$ cat config.mk
export PLATFORM = sky130hd
export DESIGN_NAME = compuertas_param
export DESIGN_NICKNAME = d
export VERILOG_FILES = /design/src/rtl/compuertas_pkg.sv /design/src/rtl/compuertas_param_nucleo.sv /design/src/rtl/compuertas_param.sv
export SDC_FILE = /design/constraint.sdc
export NUM_CORES = 1
export LEC_CHECK = 0
export ABC_AREA = 1
export CORE_UTILIZATION = 25
export CTS_CLUSTER_SIZE = 10
export DETAILED_ROUTE_END_ITERATION = 10
export PLACE_DENSITY = 0.45
export REMOVE_ABC_BUFFERS = 1
export SETUP_SLACK_MARGIN = 0.1
export SLEW_MARGIN = 5
export SYNTH_ARGS = -nofsm -noshare
export SYNTH_HDL_FRONTEND = slang
export SYNTH_SLANG_ARGS = --single-unit
$ cat constraint.sdc
create_clock -name clk -period 4.48 [get_ports clk]
set_input_delay 0.672 -clock clk [delete_from_list [all_inputs] [get_ports clk]]
set_output_delay 0.672 -clock clk [all_outputs]
set_load 0.02 [all_outputs]
$ cat src/rtl/compuertas_pkg.sv
// Shared op-codes and FSM encoding for the parametrised gate block.
package compuertas_pkg;

    localparam logic [2:0] OP_AND  = 3'b000;
    localparam logic [2:0] OP_OR   = 3'b001;
    localparam logic [2:0] OP_NAND = 3'b010;
    localparam logic [2:0] OP_NOR  = 3'b011;
    localparam logic [2:0] OP_XOR  = 3'b100;
    localparam logic [2:0] OP_XNOR = 3'b101;
    localparam logic [2:0] OP_BUF  = 3'b110;
    localparam logic [2:0] OP_NOT  = 3'b111;

    typedef enum logic [1:0] {
        REPOSO  = 2'd0,
        BARRIDO = 2'd1,
        FIN     = 2'd2
    } estado_t;

endpackage

$ cat src/rtl/compuertas_param_nucleo.sv
// Combinational N-input bitwise gate; each bit lane reduces the N_ENT inputs independently.
module compuerta_nucleo
    import compuertas_pkg::*;
#(
    parameter int N_ENT = 3,
    parameter int ANCHO = 1
) (
    input  logic [N_ENT*ANCHO-1:0] ent,
    input  logic [2:0]             sel,
    output logic [ANCHO-1:0]       result
);

    logic [N_ENT-1:0] lane;

    always_comb begin
        result = '0;
        lane   = '0;
        for (int b = 0; b < ANCHO; b++) begin
            for (int i = 0; i < N_ENT; i++) begin
                lane[i] = ent[i*ANCHO + b];
            end
            case (sel)
                OP_AND:  result[b] = &lane;
                OP_OR:   result[b] = |lane;
                OP_NAND: result[b] = ~&lane;
                OP_NOR:  result[b] = ~|lane;
                OP_XOR:  result[b] = ^lane;
                OP_XNOR: result[b] = ~^lane;
                OP_BUF:  result[b] = lane[0];
                OP_NOT:  result[b] = ~lane[0];
                default: result[b] = 1'b0;
            endcase
        end
    end

endmodule

$ cat src/rtl/compuertas_param.sv
// Registered selectable gate with handshake plus a self-characterising truth-table sweep.
module compuertas_param
    import compuertas_pkg::*;
#(
    parameter int N_ENT = 3,
    parameter int ANCHO = 1
) (
    input  logic                   clk,
    input  logic                   rst,
    input  logic                   act,
    input  logic [2:0]             sel,
    input  logic [N_ENT*ANCHO-1:0] ent,
    input  logic                   ent_valido,
    output logic [ANCHO-1:0]       sal,
    output logic                   sal_valida,
    input  logic                   barrido_ini,
    output logic                   barrido_ocupado,
    output logic [2**N_ENT-1:0]    tabla,
    output logic                   tabla_lista
);

    estado_t          estado, estado_sig;
    logic [N_ENT-1:0] cnt;
    logic [2:0]       sel_b;
    logic [ANCHO-1:0] res_n;
    logic             res_b;
    logic             fin_cuenta;

    // Sweep core sees the counter as N_ENT one-bit inputs: input i = counter bit i.
    compuerta_nucleo #(.N_ENT(N_ENT), .ANCHO(ANCHO)) u_normal (
        .ent    (ent),
        .sel    (sel),
        .result (res_n)
    );

    compuerta_nucleo #(.N_ENT(N_ENT), .ANCHO(1)) u_barrido (
        .ent    (cnt),
        .sel    (sel_b),
        .result (res_b)
    );

    assign fin_cuenta      = (cnt == '1);
    assign barrido_ocupado = (estado != REPOSO);

    always_ff @(posedge clk) begin
        if (rst) estado <= REPOSO;
        else     estado <= estado_sig;
    end

    always_comb begin
        estado_sig = estado;
        case (estado)
            REPOSO:  if (act && barrido_ini) estado_sig = BARRIDO;
            BARRIDO: begin
                if (!act)           estado_sig = REPOSO;
                else if (fin_cuenta) estado_sig = FIN;
            end
            FIN:     estado_sig = REPOSO;
            default: estado_sig = REPOSO;
        endcase
    end

    always_ff @(posedge clk) begin
        if (rst) begin
            sal         <= '0;
            sal_valida  <= 1'b0;
            tabla       <= '0;
            tabla_lista <= 1'b0;
            cnt         <= '0;
            sel_b       <= '0;
        end else begin
            sal_valida  <= 1'b0;
            tabla_lista <= 1'b0;
            case (estado)
                REPOSO: begin
                    // A sweep request takes priority over a same-cycle evaluation.
                    if (act && barrido_ini) begin
                        sel_b <= sel;
                        tabla <= '0;
                        cnt   <= '0;
                    end else if (act && ent_valido) begin
                        sal        <= res_n;
                        sal_valida <= 1'b1;
                    end
                end
                BARRIDO: begin
                    if (!act) begin
                        tabla <= '0;
                        cnt   <= '0;
                    end else begin
                        tabla[cnt] <= res_b;
                        cnt        <= fin_cuenta ? '0 : cnt + 1'b1;
                    end
                end
                FIN:     tabla_lista <= act;
                default: ;
            endcase
        end
    end

endmodule

==> results.ini <==
[status]
status = complete, no violations

[power]
netSwitchingFraction_pct = 27.6
switching_power_uw = 99.7
combPwrFrac_pct = 17.7
p_seq_share_pct = 48.8
internal-power_uw = 262
irDropWorstVdd_v = 0.000113
cellPowerDensity_mw_per_mm2 = 248
power.leakage_uw = 0.000569
power_frac_clock_pct = 33.5

[synth]
syn_inst = 173
synth.top_cell.area_share_pct = 32.7
synth_top_area_cell = dfxtp_1
synth_seq_cells = 19
synthDistinctLibCells = 24
synth.avg_cell_area_um2 = 6.72
synth_warnings = 0
synth_area_mm2 = 0.00116
synthTopCellsByArea = dfxtp_1, nand2_1, nand3_1, a21oi_1, ha_1
ys_seq_area_share_pct = 32.7

[clocking]
postCtsHoldBufs = 0
clk_path_buf_depth = 2
cts_buffers = 3
cts_resized = 0
postCtsSetupRepairBufs = 0
cts_tree = built
ctsRootBufferMaster = clkbuf_8
clock_latency_ns = 0.26
htree_num_levels = 1
path_clk_slew_ns = 0.07
cts.sink_count = 19

[floorplan]
die_w_um = 70.2
die_area_mm2 = 0.00493
ios = 23
start_util_pct = 26.3
core-area_mm2 = 0.00441
rows = 24
die_h_um = 70.2

[timing]
report.final.slew_viol_count = 0
finalCritPeriodShare_pct = 45.8
fin_hold_ws_ns = 0.462
hold_viol_final = 0
fin_setup_tns_ns = 0
skew_ns = 0.00267
period_minus_slack_ns = 2.05
rsz0062_at_grt = false
clock.fmax_mhz = 487
finalSetupViolations = 0
slew_headroom_pct = 52.0
tightestPinTransition_ns = 0.717

[grt]
overflow = 0
grt_max_degree = 20
antenna_found_initial = 0
grt_usage_pct = 12.3
grt_pass1_wl_mm = 4.83
grt_pass1_vias = 1063

[detailed_routing]
vias = 1123
routed_wl_mm = 2.59
avgRoutedWirePerCell_um = 10.5
ant_nets = 0
vias_per_cell = 4.57
drc = 0
dr.pass1.iters = 4
drtIter0Drc = 32

[hold_path]
min-delay-path-class = flop to flop

[setup_path]
cp.arrival_ns = 1.38
path_cells = nor2_1 -> inv_2 -> clkdlybuf4s50_1
crit_path_start_kind = flop
worst-setup-path-type = flop to output port
required_ns = 3.81
slowest_delay_ns = 0.60
crit_fanout = 3
cp_slowest_cell = clkdlybuf4s50_1
crit_path_end_kind = output port

[layout]
multi_input_area_um2 = 659
n_antenna_cell = 0
area_growth_pct = 25.1
fill_cells = 488
nets = 211
postLayoutCoreUtil_pct = 32.9
drive_gt1_share_pct = 11.3
seqCellArea_um2 = 380
most-common-layout-cells = nand2_1, clkdlybuf4s50_1, nand3_1, dfxtp_1, a21oi_1
final_common_cell = nand2_1

[run]
cap_violations = 0

[placement]
port_buffers = 22
finalWeightedCongestion = 0.828
place_hpwl_mm = 1.99

[metrics by stage]
stage / std cells / cell area (µm²) / power (µW) / setup slack (ns)
2_1_floorplan: 168 / 1120 / 219 / 3.04
3_3_place_gp: 242 / 1410 / 244 / 2.40
3_5_place_dp: 242 / 1410 / 245 / 2.34
4_1_cts: 246 / 1450 / 370 / 2.41
5_1_grt: 246 / 1450 / 388 / 2.36
6_report: 246 / 1450 / 361 / 2.43
[critical path: cells and delay by family (launching register included)]
kind | cells | cell delay [ns]
flops | 1 | 0.37
buf+inv | 2 | 0.68
simple gates | 1 | 0.08
[area by class of cell]
class                           instances  area share (%)
Multi-Input combinational cell        128            45.4
Sequential cell                        19            26.2
Timing Repair Buffer                   22            15.1
Inverter                               21            5.77
Tap cell                               52            4.48
Clock buffer                            4            3.10
[per-layer routing]
layer | wire length (µm) | part of all wire (%) | global-route usage (%)
met4 | 17 | 0.66 | 3.33
met1 | 1330 | 51 | 16.0
met5 | 0 | 0 | 0
met3 | 88 | 3.4 | 3.46
met2 | 1160 | 45 | 20.0
[cells in the mapped netlist (all sizes together)]
| cell type | number |
|---|---|
| nor2 | 14 |
| a211oi | 2 |
| ha | 5 |
| clkinv | 1 |
| buf | 4 |
| dfxtp | 19 |
| clkbuf | 1 |
| inv | 20 |
| nand3b | 2 |
| nor3 | 3 |
| nand3 | 21 |
| a21oi | 15 |
| nor4 | 1 |
| nand2 | 60 |
| o21ai | 5 |
[kinds of logic after synthesis]
kind of cell	share of synthesized area (%)
AO/OA/AOI/OAI	9.90
adder cells (fa/ha/maj)	5.38
buffers and inverters	10.5
flip-flops	32.7
AND/OR/NAND/NOR	41.4
[flip-flops by register name (all words and copies together), names as in the netlist]
name         cells
sal              1
tabla_lista      1
sel_b            3
estado           2
cnt              3
sal_valida       1
tabla            8
[path summary, 6_finish.rpt]
path         startpoint               to  slack (ns)  cells past startpoint
max           estado[0]  barrido_ocupado        2.43                      3
min            tabla[2]         tabla[2]        0.46                      2
max reg2reg      cnt[0]         tabla[1]        2.75                      9
min reg2reg    tabla[2]         tabla[2]        0.46                      2
[power by group through the flow]
stage	sequential (µW)	combinational [µW]	clock, µW
global placement	180	63.6	0
CTS	176	64.8	129
global route	177	72.4	139
floorplan	180	39.0	0
detailed placement	180	64.6	0
finish	176	64.0	121
(Power assumes the default switching activity.)
